===== src/rtl/simt_reconvergence_stack.sv =====
// Per-warp SIMT reconvergence stacks: warp allocation, divergence split/rejoin on decode
// results, fetch readiness and thread-block completion handshake.
module simt_reconvergence_stack #(
    parameter int PcWidth       = 32,
    parameter int NumWarps      = 8,
    parameter int WarpWidth     = 32,
    parameter int StackDepth    = 4,
    parameter int TblockIdxBits = 4,
    parameter int TblockIdBits  = 4,
    parameter int AddressWidth  = 32,
    localparam int WidWidth     = $clog2(NumWarps)
) (
    input  logic                              clk_i,
    input  logic                              rst_i,
    output logic                              warp_free_o,
    input  logic                              allocate_warp_i,
    input  logic [PcWidth-1:0]                allocate_pc_i,
    input  logic [AddressWidth-1:0]           allocate_dp_addr_i,
    input  logic [TblockIdxBits-1:0]          allocate_tblock_idx_i,
    input  logic [TblockIdBits-1:0]           allocate_tblock_id_i,
    output logic                              tblock_done_o,
    input  logic                              tblock_done_ready_i,
    output logic [TblockIdBits-1:0]           tblock_done_id_o,
    input  logic                              instruction_decoded_i,
    input  logic [WidWidth-1:0]               decode_wid_i,
    input  logic [PcWidth-1:0]                decode_next_pc_i,
    input  logic                              decode_stop_warp_i,
    input  logic                              decode_branch_i,
    input  logic [WarpWidth-1:0]              decode_taken_mask_i,
    input  logic [PcWidth-1:0]                decode_target_pc_i,
    input  logic [PcWidth-1:0]                decode_reconv_pc_i,
    input  logic [NumWarps-1:0]               ib_all_instr_finished_i,
    input  logic [NumWarps-1:0]               warp_selected_i,
    output logic [NumWarps-1:0]               warp_ready_o,
    output logic [NumWarps*PcWidth-1:0]       warp_pc_o,
    output logic [NumWarps*WarpWidth-1:0]     warp_act_mask_o,
    output logic [NumWarps*AddressWidth-1:0]  warp_dp_addr_o,
    output logic [NumWarps*TblockIdxBits-1:0] warp_tblock_idx_o,
    output logic                              stack_overflow_o,
    output logic [WidWidth-1:0]               stack_overflow_wid_o
);
    localparam int DepthW = $clog2(StackDepth + 1);
    localparam int IdxW   = $clog2(StackDepth);

    logic [NumWarps-1:0]      occupied_q, finished_q, ready_q;
    logic [DepthW-1:0]        depth_q [NumWarps];
    logic [PcWidth-1:0]       stk_pc_q   [NumWarps][StackDepth];
    logic [WarpWidth-1:0]     stk_mask_q [NumWarps][StackDepth];
    logic [PcWidth-1:0]       stk_rpc_q  [NumWarps][StackDepth];
    logic [AddressWidth-1:0]  dp_q  [NumWarps];
    logic [TblockIdxBits-1:0] idx_q [NumWarps];
    logic [TblockIdBits-1:0]  id_q  [NumWarps];
    logic                     ovf_q;
    logic [WidWidth-1:0]      ovf_wid_q;

    logic                free_vld, done_vld, alloc_fire, done_fire;
    logic [WidWidth-1:0] free_idx, done_idx;

    always_comb begin
        free_vld = 1'b0;
        free_idx = '0;
        done_vld = 1'b0;
        done_idx = '0;
        for (int i = NumWarps - 1; i >= 0; i--) begin
            if (!occupied_q[i]) begin
                free_vld = 1'b1;
                free_idx = WidWidth'(i);
            end
            if (occupied_q[i] && finished_q[i] && ib_all_instr_finished_i[i]) begin
                done_vld = 1'b1;
                done_idx = WidWidth'(i);
            end
        end
    end

    assign alloc_fire       = allocate_warp_i && free_vld;
    assign done_fire        = done_vld && tblock_done_ready_i;
    assign warp_free_o      = free_vld && !rst_i;
    assign tblock_done_o    = done_vld;
    assign tblock_done_id_o = done_vld ? id_q[done_idx] : '0;

    logic [DepthW-1:0]    dec_depth, dec_new_depth;
    logic [IdxW-1:0]      dec_tos, dec_push0, dec_push1;
    logic [WarpWidth-1:0] dec_act, dec_taken;
    logic [PcWidth-1:0]   dec_uni_pc, dec_top_pc, dec_top_rpc;
    logic                 dec_divergent, dec_room, dec_ok, dec_pop;

    // The post-update TOS is the taken path when we split, else the same entry with a new PC.
    always_comb begin
        dec_depth     = depth_q[decode_wid_i];
        dec_tos       = IdxW'(dec_depth - DepthW'(1));
        dec_push0     = IdxW'(dec_depth);
        dec_push1     = IdxW'(dec_depth + DepthW'(1));
        dec_act       = stk_mask_q[decode_wid_i][dec_tos];
        dec_taken     = dec_act & decode_taken_mask_i;
        dec_divergent = decode_branch_i && (dec_taken != '0) && (dec_taken != dec_act);
        dec_room      = (int'(dec_depth) + 2) <= StackDepth;
        dec_uni_pc    = (decode_branch_i && (dec_taken == dec_act)) ? decode_target_pc_i
                                                                    : decode_next_pc_i;
        if (dec_divergent) begin
            dec_top_pc    = decode_target_pc_i;
            dec_top_rpc   = decode_reconv_pc_i;
            dec_new_depth = dec_depth + DepthW'(2);
        end else begin
            dec_top_pc    = dec_uni_pc;
            dec_top_rpc   = stk_rpc_q[decode_wid_i][dec_tos];
            dec_new_depth = dec_depth;
        end
        dec_ok  = instruction_decoded_i && !decode_stop_warp_i && !(dec_divergent && !dec_room);
        dec_pop = (dec_new_depth > DepthW'(1)) && (dec_top_pc == dec_top_rpc);
    end

    always_ff @(posedge clk_i or posedge rst_i) begin
        if (rst_i) begin
            occupied_q <= '0;
            finished_q <= '0;
            ready_q    <= '0;
            ovf_q      <= 1'b0;
            ovf_wid_q  <= '0;
            for (int i = 0; i < NumWarps; i++) depth_q[i] <= '0;
        end else begin
            ovf_q   <= 1'b0;
            ready_q <= ready_q & ~warp_selected_i;
            if (done_fire) begin
                occupied_q[done_idx] <= 1'b0;
                ready_q[done_idx]    <= 1'b0;
                depth_q[done_idx]    <= '0;
            end
            if (alloc_fire) begin
                occupied_q[free_idx] <= 1'b1;
                finished_q[free_idx] <= 1'b0;
                ready_q[free_idx]    <= 1'b1;
                depth_q[free_idx]    <= DepthW'(1);
            end
            if (instruction_decoded_i && (decode_stop_warp_i || (dec_divergent && !dec_room))) begin
                finished_q[decode_wid_i] <= 1'b1;
                ready_q[decode_wid_i]    <= 1'b0;
                if (!decode_stop_warp_i) begin
                    ovf_q     <= 1'b1;
                    ovf_wid_q <= decode_wid_i;
                end
            end else if (dec_ok) begin
                ready_q[decode_wid_i] <= !finished_q[decode_wid_i];
                depth_q[decode_wid_i] <= dec_new_depth - DepthW'(dec_pop);
            end
        end
    end

    // Stack contents carry no reset; outputs are gated by occupancy instead.
    always_ff @(posedge clk_i) begin
        if (alloc_fire) begin
            stk_pc_q[free_idx][0]   <= allocate_pc_i;
            stk_mask_q[free_idx][0] <= '1;
            stk_rpc_q[free_idx][0]  <= '1;
            dp_q[free_idx]          <= allocate_dp_addr_i;
            idx_q[free_idx]         <= allocate_tblock_idx_i;
            id_q[free_idx]          <= allocate_tblock_id_i;
        end
        if (dec_ok) begin
            if (dec_divergent) begin
                stk_pc_q[decode_wid_i][dec_tos]     <= decode_reconv_pc_i;
                stk_pc_q[decode_wid_i][dec_push0]   <= decode_next_pc_i;
                stk_mask_q[decode_wid_i][dec_push0] <= dec_act & ~dec_taken;
                stk_rpc_q[decode_wid_i][dec_push0]  <= decode_reconv_pc_i;
                stk_pc_q[decode_wid_i][dec_push1]   <= decode_target_pc_i;
                stk_mask_q[decode_wid_i][dec_push1] <= dec_taken;
                stk_rpc_q[decode_wid_i][dec_push1]  <= decode_reconv_pc_i;
            end else begin
                stk_pc_q[decode_wid_i][dec_tos] <= dec_uni_pc;
            end
        end
    end

    for (genvar g = 0; g < NumWarps; g++) begin : g_out
        logic [IdxW-1:0] tos;
        assign tos = IdxW'(depth_q[g] - DepthW'(1));
        assign warp_pc_o[g*PcWidth +: PcWidth] = occupied_q[g] ? stk_pc_q[g][tos] : '0;
        assign warp_act_mask_o[g*WarpWidth +: WarpWidth] =
            occupied_q[g] ? stk_mask_q[g][tos] : '0;
        assign warp_dp_addr_o[g*AddressWidth +: AddressWidth] = occupied_q[g] ? dp_q[g] : '0;
        assign warp_tblock_idx_o[g*TblockIdxBits +: TblockIdxBits] =
            occupied_q[g] ? idx_q[g] : '0;
        assign warp_ready_o[g] = ready_q[g] && occupied_q[g] && (stk_mask_q[g][tos] != '0);
    end

    assign stack_overflow_o     = ovf_q;
    assign stack_overflow_wid_o = ovf_wid_q;

    assert property (@(posedge clk_i) disable iff (rst_i)
        !(instruction_decoded_i && warp_selected_i[decode_wid_i]));
    assert property (@(posedge clk_i) disable iff (rst_i)
        !(instruction_decoded_i && !occupied_q[decode_wid_i]));
    assert property (@(posedge clk_i) disable iff (rst_i)
        (warp_selected_i & ~occupied_q) == '0);
endmodule


===== config.mk =====
export PLATFORM = sky130hd
export DESIGN_NAME = simt_reconvergence_stack
export DESIGN_NICKNAME = d
export VERILOG_FILES = /design/src/rtl/simt_reconvergence_stack.sv
export SDC_FILE = /design/constraint.sdc
export NUM_CORES = 2
export LEC_CHECK = 0
export CAP_MARGIN = 30
export CORE_AREA = 2 2 716 718
export CTS_CLUSTER_DIAMETER = 120
export DETAILED_ROUTE_END_ITERATION = 16
export DIE_AREA = 0 0 718 720
export PLACE_DENSITY = 0.44
export SETUP_SLACK_MARGIN = 0.4
export SYNTH_ARGS = -nofsm -noshare
export SYNTH_HDL_FRONTEND = slang
export SYNTH_SLANG_ARGS = --single-unit

===== constraint.sdc =====
create_clock -name clk_i -period 12.1 [get_ports clk_i]
set_clock_uncertainty 0.1 [all_clocks]
set_input_delay 3.025 -clock clk_i [delete_from_list [all_inputs] [get_ports clk_i]]
set_output_delay 3.025 -clock clk_i [all_outputs]
set_load 0.005 [all_outputs]

# Yosys cells after proc, flatten, opt, wreduce, memory -nomap -nowiden
# Memories as Yosys holds them, arrays and structs flattened.
# Cells that the tools add are included.
dict set report word_totals {
  regBits 52
  ramBits 3392
  memories 6
}
# memory depth width read_ports rd_ports_with_merged_regs write_ports line
set memory_table {}
lappend memory_table {stk_mask_q 8 128 9 0 2 48} ;# logic [WarpWidth-1:0] stk_mask_q [NumWarps][StackDepth];
lappend memory_table {stk_pc_q 8 128 8 0 2 47} ;# logic [PcWidth-1:0] stk_pc_q [NumWarps][StackDepth];
lappend memory_table {stk_rpc_q 8 128 1 0 2 49} ;# logic [PcWidth-1:0] stk_rpc_q [NumWarps][StackDepth];
lappend memory_table {dp_q 8 32 8 0 1 50} ;# logic [AddressWidth-1:0] dp_q [NumWarps];
lappend memory_table {id_q 8 4 1 0 1 52} ;# logic [TblockIdBits-1:0] id_q [NumWarps];
lappend memory_table {idx_q 8 4 8 0 1 51} ;# logic [TblockIdxBits-1:0] idx_q [NumWarps];
dict set report op_classes {
  addsub 13
  n_lt_le_gt_ge 28
  n_eq_ne 3
  muxes 812
  bitwise 675
  reduce_logical 68
}
# op count
set ops {}
lappend ops {{2-to-1 mux 32 bit} 66}
lappend ops {{binary-select mux 32 bit (select 2 bit)} 18}
lappend ops {{2-to-1 mux 1 bit} 668}
lappend ops {{OR 1 bit} 640}
lappend ops {{2-to-1 mux 128 bit} 4}
lappend ops {{nonzero test 32 bit} 9}
lappend ops {{demux 32 bit (select 2 bit)} 3}
lappend ops {{2-to-1 mux 24 bit} 4}
lappend ops {{2-to-1 mux 3 bit} 22}
lappend ops {{bitwise AND 32 bit} 2}
lappend ops {{equality test 32 bit} 2}
lappend ops {{2-to-1 mux 8 bit} 8}
lappend ops {{logical AND 1 bit} 52}
lappend ops {{bitwise AND 8 bit} 5}
lappend ops {{2-to-1 mux 4 bit} 9}
lappend ops {{greater-or-equal comparator 3 bit (second input constant)} 11}
lappend ops {{NOT 2 -> 3 bit} 11}
lappend ops {{!= test 32 bit} 1}
lappend ops {{NOT 32 bit} 1}
lappend ops {{NOT 8 bit} 4}
lappend ops {{OR 8 bit} 4}
lappend ops {{demux 3 bit (select 3 bit)} 3}
lappend ops {{bitwise AND 24 bit} 1}
lappend ops {{bitwise mux 24 bit} 1}
lappend ops {{24 further kinds} 50}

# Logic depth before layout (Yosys ltp)
dict set report depth {
  ltp_word 23
  depth_mapped 38
  depth_no_buf 23
}

# Least setup slack after synthesis
# Ideal clock, no wire load.
dict set report synth_path {
  path_type {input to register}
  startpoint {input port decode_wid_i[2]}
  endpoint {memory stk_mask_q[0][100] (netlist bit), enable pin}
  setup_ns 0.574
  t_arrival_ns 13.442
  slack_ns -2.017
  stages 28
  path_buffers 16
  path_cell_list {buf_2 > buf_4 > buf_4 > buf_4 > buf_4 > buf_4 > buf_2 > buf_2 > buf_2 > buf_2 > mux2_2 > a221oi_1 > a21oi_1 > a221oi_1 > ha_1 > clkbuf_1 > clkbuf_1 > clkbuf_1 > o21ai_0 > o32ai_1 > a2111oi_2 > a31oi_2 > and2_0 > clkbuf_1 > o21ai_1 > buf_2 > clkbuf_1 > o21ai_0}
}
# element line
set synth_lines {}
lappend synth_lines {{from (decl)} 25} ;# input logic [WidWidth-1:0] decode_wid_i,
lappend synth_lines {{to (decl)} 48}

# Worst setup path in the final report
dict set report layout_path {
  startpoint {input port decode_wid_i[2]}
  endpoint {register depth_q[20] (netlist bit)}
}
dict set report layout_between {
  elab_chain_cells 20
}
# element line
set layout_rtl {}
lappend layout_rtl {{NOT 3 -> 4 bit (implied by the code)} {90, 144}}
lappend layout_rtl {{binary-select mux 3 bit (select 3 bit)} 90} ;# dec_depth = depth_q[decode_wid_i];
lappend layout_rtl {{2-to-1 mux 3 bit (implied by the code) (2 in a row)} 90}
lappend layout_rtl {{subtractor 2 x 1 -> 2 bit} 91} ;# dec_tos = IdxW'(dec_depth - DepthW'(1));
lappend layout_rtl {{NOT 2 -> 3 bit (implied by the code)} {94, 106}}
lappend layout_rtl {{binary-select mux 32 bit (select 2 bit)} 94} ;# dec_act = stk_mask_q[decode_wid_i][dec_tos];
lappend layout_rtl {{2-to-1 mux 32 bit (implied by the code) (2 in a row)} 94}
lappend layout_rtl {{bitwise AND 32 bit} 95} ;# dec_taken = dec_act & decode_taken_mask_i;
lappend layout_rtl {{(+2 left out)} n/a}
lappend layout_rtl {{2-to-1 mux 32 bit / logical AND 1 bit (equally long branches)} {98, 96}}
lappend layout_rtl {{2-to-1 mux 32 bit / 2-to-1 mux 3 bit (equally long branches)} 100} ;# if (dec_divergent) begin
lappend layout_rtl {{equality test 32 bit / > comparator 3 x 1 -> 1 bit (equally long branches)} 110} ;# dec_pop = (dec_new_depth > DepthW'(1)) && (dec_top_pc == dec_top_rpc);
lappend layout_rtl {{logical AND 1 bit} 110}
lappend layout_rtl {{subtractor 3 x 1 -> 3 bit} 144} ;# depth_q[decode_wid_i] <= dec_new_depth - DepthW'(dec_pop);
lappend layout_rtl {{bitwise mux 24 bit} 144}
lappend layout_rtl {{2-to-1 mux 24 bit} 142} ;# end else if (dec_ok) begin
lappend layout_rtl {{2-to-1 mux 24 bit *} 135} ;# if (instruction_decoded_i && (decode_stop_warp_i || (dec_divergent && !dec_room))) begin
lappend layout_rtl {{to (signal, indexed assignment)} 133} ;# depth_q[free_idx] <= DepthW'(1);
lappend layout_rtl {{to (signal, indexed assignment)} 144}
lappend layout_rtl {{to (decl)} 46} ;# logic [DepthW-1:0] depth_q [NumWarps];
# Every way passes the cells marked *; elsewhere a longest branch is shown, timed or not. The select of a mux whose other input is x is not followed.
# A chain may end at the register's enable or synchronous reset.

==> results by stage <==
Clocking:
- The CTS buffer count is 387.
- The H-tree was split into 5 levels.
- The number of buffers added to fix hold violations after cts is 0.
- The clock tree from TritonCTS is yes.
- Once the clock tree was built, the setup fixing pass inserted 0 buffers.
- The clock insertion delay at the later pin of the skew report is 1040 ps.
- The root buffer cell chosen for the clock tree is sky130_fd_sc_hd__clkbuf_16.
- Clock-pin slew was measured on the worst setup and hold paths at 60 ps.
- Counting along the longest clock path gives a buffer depth of 4.
- The number of clock sinks is 3444.

Synthesis:
- The netlist uses 80 different library cells.
- The share of the Yosys chip area taken by registers is 0.678.
- Synthesis produced a netlist with a net count of 9653.
- Ranked by total cell area, the synthesized netlist is headed by sky130_fd_sc_hd__edfxtp_1 67%, sky130_fd_sc_hd__mux4_2 11%, sky130_fd_sc_hd__and2_1 3.4%.
- Among all cell types in the netlist, the one instantiated most often is sky130_fd_sc_hd__edfxtp_1.
- Counting instances in the post-synthesis netlist gives the leading cell types as 3392 x sky130_fd_sc_hd__edfxtp_1, 838 x sky130_fd_sc_hd__and2_1, 726 x sky130_fd_sc_hd__mux4_2, 565 x sky130_fd_sc_hd__nand2_1, 463 x sky130_fd_sc_hd__clkbuf_1.
- The synthesized-area fraction occupied by and/or/nand/nor cells is 0.0834.
- The multiplexer area fraction after synthesis is 0.154.
- The share of async-settable or async-resettable flops after synthesis is 0.0151.
- The number of standard cells after synthesis is 9416.
- In this run the mean area of a mapped cell was 16.2 sq um.
- The cell taking the most area after synthesis is sky130_fd_sc_hd__edfxtp_1.
- For this run, the leading register cell type out of synthesis is sky130_fd_sc_hd__edfxtp_1.
- The complex-gate fraction of the synthesized area is 0.0541.
- The number of register bits inferred by synthesis is 3444.
- The xor/xnor cell area share of the yosys netlist is 0.00852.
- During synthesis, Yosys emitted a total of 0 warnings.
- The largest family of logic cells by synthesized area is multiplexers.
- The share of the synthesized area in the top cell type is 0.669.
- The synthesized-area fraction occupied by adder cells is 0.000904.
- The mapped netlist covers 0.152 sq mm.
- The synthesized design contains 3392 enable-type register cells.

Final layout:
- The final-layout fill cell count is 47.5k.
- The number of nets in the layout is 10.8k.
- Registers take 0.103 sq mm.
- Relative to the synthesized area, the layout overhead comes to 22.8%.
- The post-route cell area is 0.187 sq mm.
- After the flow finishes, the layout carries non-filler instances totaling 17.7k.
- The core utilization of the finished layout is 0.368.
- The layout cell share with drive strength beyond 1 is 0.208.
- The multi-input gate area in the final layout is 0.0468 sq mm.

Die:
- The floorplan step set the die height to 720 um.
- The area of the die is 0.517 sq mm.
- The standard-cell row count is 262.
- Pin placement for this block handled 1044 I/O pins.
- The area of the core region is 0.508 sq mm.
- The initial standard-cell utilization of the core is 0.299.
- The floorplan die width is 718 um.

Power:
- The cell area power density is 219 mW/mm^2.
- The design draws 40.9 mW.
- The worst-case IR drop observed on VDD is 0.000253 V.
- For this design the static power due to leakage is 57.6 nW.

Route:
- Before antenna repair, the detailed router went through 8 iterations.
- Across all layers, the routed design uses 106k vias.
- The DRC violation count after routing is 0.
- In this run, the number of DRC markers left after iteration 0 of detailed routing was 17.0k.
- The final routed wirelength across all metal layers is 785000 um.
- The detail route stage leaves a number of antenna-violating nets equal to 0.
- The via density per instance is 5.98.
- The routed wire length per instance is 44.3 um.

Placed design:
- The placed instance area is 0.174 sq mm.
- Routability-driven placement finished with a final weighted congestion of 0.929.
- OpenSTA, run right after detailed placement, puts the worst setup slack at -749 ps.
- The placed wire-length estimate after detailed placement is 503000 um.
- Input and output buffers added on the ports amount to 1043.
- After detailed placement, the design holds a cell count of 16.9k.

GRT:
- The pin count of the biggest net entering global routing is 235.
- The first global-routing pass estimated 1020000 um of wire.
- For this run the aggregate overflow at the end of global routing stands at 0.
- The overall global routing resource usage is 0.293.
- The initial antenna violation count was 115.
- The via count of the first global-routing pass is 101k.

Worst setup path:
- STA puts the critical path data arrival time at 12410 ps.
- The capture point of the worst reg-to-reg path is depth_q[20].
- The number of buffers and inverters on the critical path is 7.
- Of all nets on the critical path, the largest fanout is 63.
- Among cell families on the critical path, the largest total delay comes from simple AND/OR/NAND/NOR gates.
- The startpoint identified for the worst register-to-register timing path is depth_q[22].
- The most prevalent standard cell on the critical path is sky130_fd_sc_hd__buf_4.
- STA classifies the critical path startpoint as a primary input.
- Counting cells, the worst reg-to-reg path comes to 26.
- The highest cell delay on the worst timing path is 880 ps.
- The required time at the endpoint of the critical path is 12860 ps.
- The critical path crosses 27 cells after its start point.
- The slack of the worst reg-to-reg path is 2350 ps.
- The cell with the biggest individual delay on the critical path is sky130_fd_sc_hd__a2111oi_2.
- The type of the setup path with the least slack is in -> reg.
- The critical path capture point type is a flip-flop.

STA:
- The hold violation count in the final report is 0.
- The share of the clock period used by the worst path is 0.963.
- For the final routed database, the setup TNS stands at 0 ps.
- The final max-slew violation count is 0.
- The worst pin sits at a relative slew slack of 0.166.
- Setup violations remaining at the end of the flow were counted as 0.
- Derived from the worst setup path, the maximum achievable clock frequency is 85.8 MHz.
- Final hold analysis gives a worst-case slack of 406 ps.
- The final critical-path required period is 11650 ps.
- At the pin with the least slew margin, the transition time is 1250 ps.
- Once routing completed, OpenROAD measured the worst setup slack at 449 ps.
- Setup repair after global routing left no endpoint under its margin.

Worst hold path:
- The worst hold path terminates at depth_q[11].
- The type of the tightest min-delay check is reg -> reg.
- The cell depth of the worst min-delay path is 2.
- The worst hold path begins at depth_q[11].

Run status:
- The run finished with clean final reports.

Flow run:
- The tool flagged a number of max-cap violations equal to 0.
==> worst max-delay path by stage <==
stage                         start            endpoint  slack, ps
floorplan           decode_wid_i[2]  stk_mask_q[5][100]       -610
global placement    decode_wid_i[2]         depth_q[14]      -1270
detailed placement  decode_wid_i[2]          depth_q[5]       -750
CTS                 decode_wid_i[2]          depth_q[2]        510
global route        decode_wid_i[2]          depth_q[5]        520
finish              decode_wid_i[2]         depth_q[20]        450
==> routing by layer <==
layer	routed length (um)	global-route usage	up-vias
met4	41700	0.133	36
met3	82100	0.0730	1447
li1	-	-	39800
met1	308000	0.389	56700
met5	569	0	-
met2	353000	0.452	7862
==> cell families after synthesis <==
family,Yosys count
mux,1385
flops,3444
buf+inv,795
compound gates,1208
simple gates,2425
fa+ha+maj,11
xor+xnor,148
==> where the power goes <==
part / switching, mW / internal, mW
logic: 8.74 / 5.28
registers: 0.825 / 14.2
clock network: 5.12 / 6.72
total: 14.7 / 26.2
==> worst reg2reg max path, stage by stage (launching register included) <==
cell and delay, ps:
sky130_fd_sc_hd__dfrtp_4 700, sky130_fd_sc_hd__mux2_2 450, sky130_fd_sc_hd__a221oi_1 360, sky130_fd_sc_hd__a21oi_1 100
sky130_fd_sc_hd__a221oi_2 370, sky130_fd_sc_hd__ha_4 390, sky130_fd_sc_hd__inv_4 510, sky130_fd_sc_hd__a2111oi_1 200
sky130_fd_sc_hd__buf_2 220, sky130_fd_sc_hd__a311o_1 300, sky130_fd_sc_hd__nor4_1 770, sky130_fd_sc_hd__nand4_1 320
sky130_fd_sc_hd__nor3_2 740, sky130_fd_sc_hd__buf_12 370, sky130_fd_sc_hd__mux2i_2 760, sky130_fd_sc_hd__xnor2_1 230
sky130_fd_sc_hd__nand2_1 80, sky130_fd_sc_hd__nor3_1 500, sky130_fd_sc_hd__buf_4 230, sky130_fd_sc_hd__nand4_1 100
sky130_fd_sc_hd__a2111oi_2 880, sky130_fd_sc_hd__buf_4 230, sky130_fd_sc_hd__ha_1 140, sky130_fd_sc_hd__ha_1 160
sky130_fd_sc_hd__xor2_1 130, sky130_fd_sc_hd__buf_4 170, sky130_fd_sc_hd__o21ai_0 120
==> sequential cells by signal, indices dropped and copies added, names as in the netlist <==
register / cells
stk_rpc_q: 1024
finished_q: 8
occupied_q: 8
stack_overflow_wid_o: 3
id_q: 32
depth_q: 24
stack_overflow_o: 1
stk_mask_q: 1024
ready_q: 8
idx_q: 32
dp_q: 256
stk_pc_q: 1024
==> timing repair <==
| action | 4_1_cts | 5_1_grt |
|---|---|---|
| endpoints found under the setup margin | 16 | 16 |
| hold endpoints to repair | 0 | 0 |
| cloned | 0 | 0 |
| gates resized for setup | 2 | 2 |
==> cell type report <==
type | count | area share
antenna | 61 | 0.000817
clock buffer | 476 | 0.0545
clock inverter | 230 | 0.0117
inverter | 48 | 0.00103
multi-input combinational | 5177 | 0.251
sequential | 3444 | 0.552
tap | 6732 | 0.0451
timing repair buffer | 1552 | 0.0838
==> placed cells by master, fill, tap and decap left out, types with 32 or more instances in the layout <==
master,count
sky130_fd_sc_hd__mux2_2,281
sky130_fd_sc_hd__or3_1,271
sky130_fd_sc_hd__nor4_1,118
sky130_fd_sc_hd__diode_2,61
sky130_fd_sc_hd__clkbuf_16,392
sky130_fd_sc_hd__xor2_1,58
sky130_fd_sc_hd__buf_12,91
sky130_fd_sc_hd__a211o_1,36
sky130_fd_sc_hd__edfxtp_1,3392
sky130_fd_sc_hd__nor3_1,43
sky130_fd_sc_hd__mux4_2,726
sky130_fd_sc_hd__nand3_1,57
sky130_fd_sc_hd__o21ai_0,106
sky130_fd_sc_hd__o21bai_1,91
sky130_fd_sc_hd__inv_1,37
sky130_fd_sc_hd__nor2_4,67
sky130_fd_sc_hd__mux2i_1,277
sky130_fd_sc_hd__a22oi_1,37
sky130_fd_sc_hd__o22ai_1,401
sky130_fd_sc_hd__clkinv_1,88
sky130_fd_sc_hd__mux2_1,98
sky130_fd_sc_hd__bufinv_16,35
sky130_fd_sc_hd__clkdlybuf4s50_1,1025
sky130_fd_sc_hd__a211oi_1,111
sky130_fd_sc_hd__nand2_1,550
sky130_fd_sc_hd__o221ai_1,61
sky130_fd_sc_hd__nand4_1,32
sky130_fd_sc_hd__clkbuf_1,78
sky130_fd_sc_hd__xnor2_1,90
sky130_fd_sc_hd__o21ai_1,33
sky130_fd_sc_hd__and2_1,834
sky130_fd_sc_hd__a21oi_1,109
sky130_fd_sc_hd__nor2_1,323
sky130_fd_sc_hd__clkinv_2,69
sky130_fd_sc_hd__buf_4,380
Power figures use the tool's default switching activity.
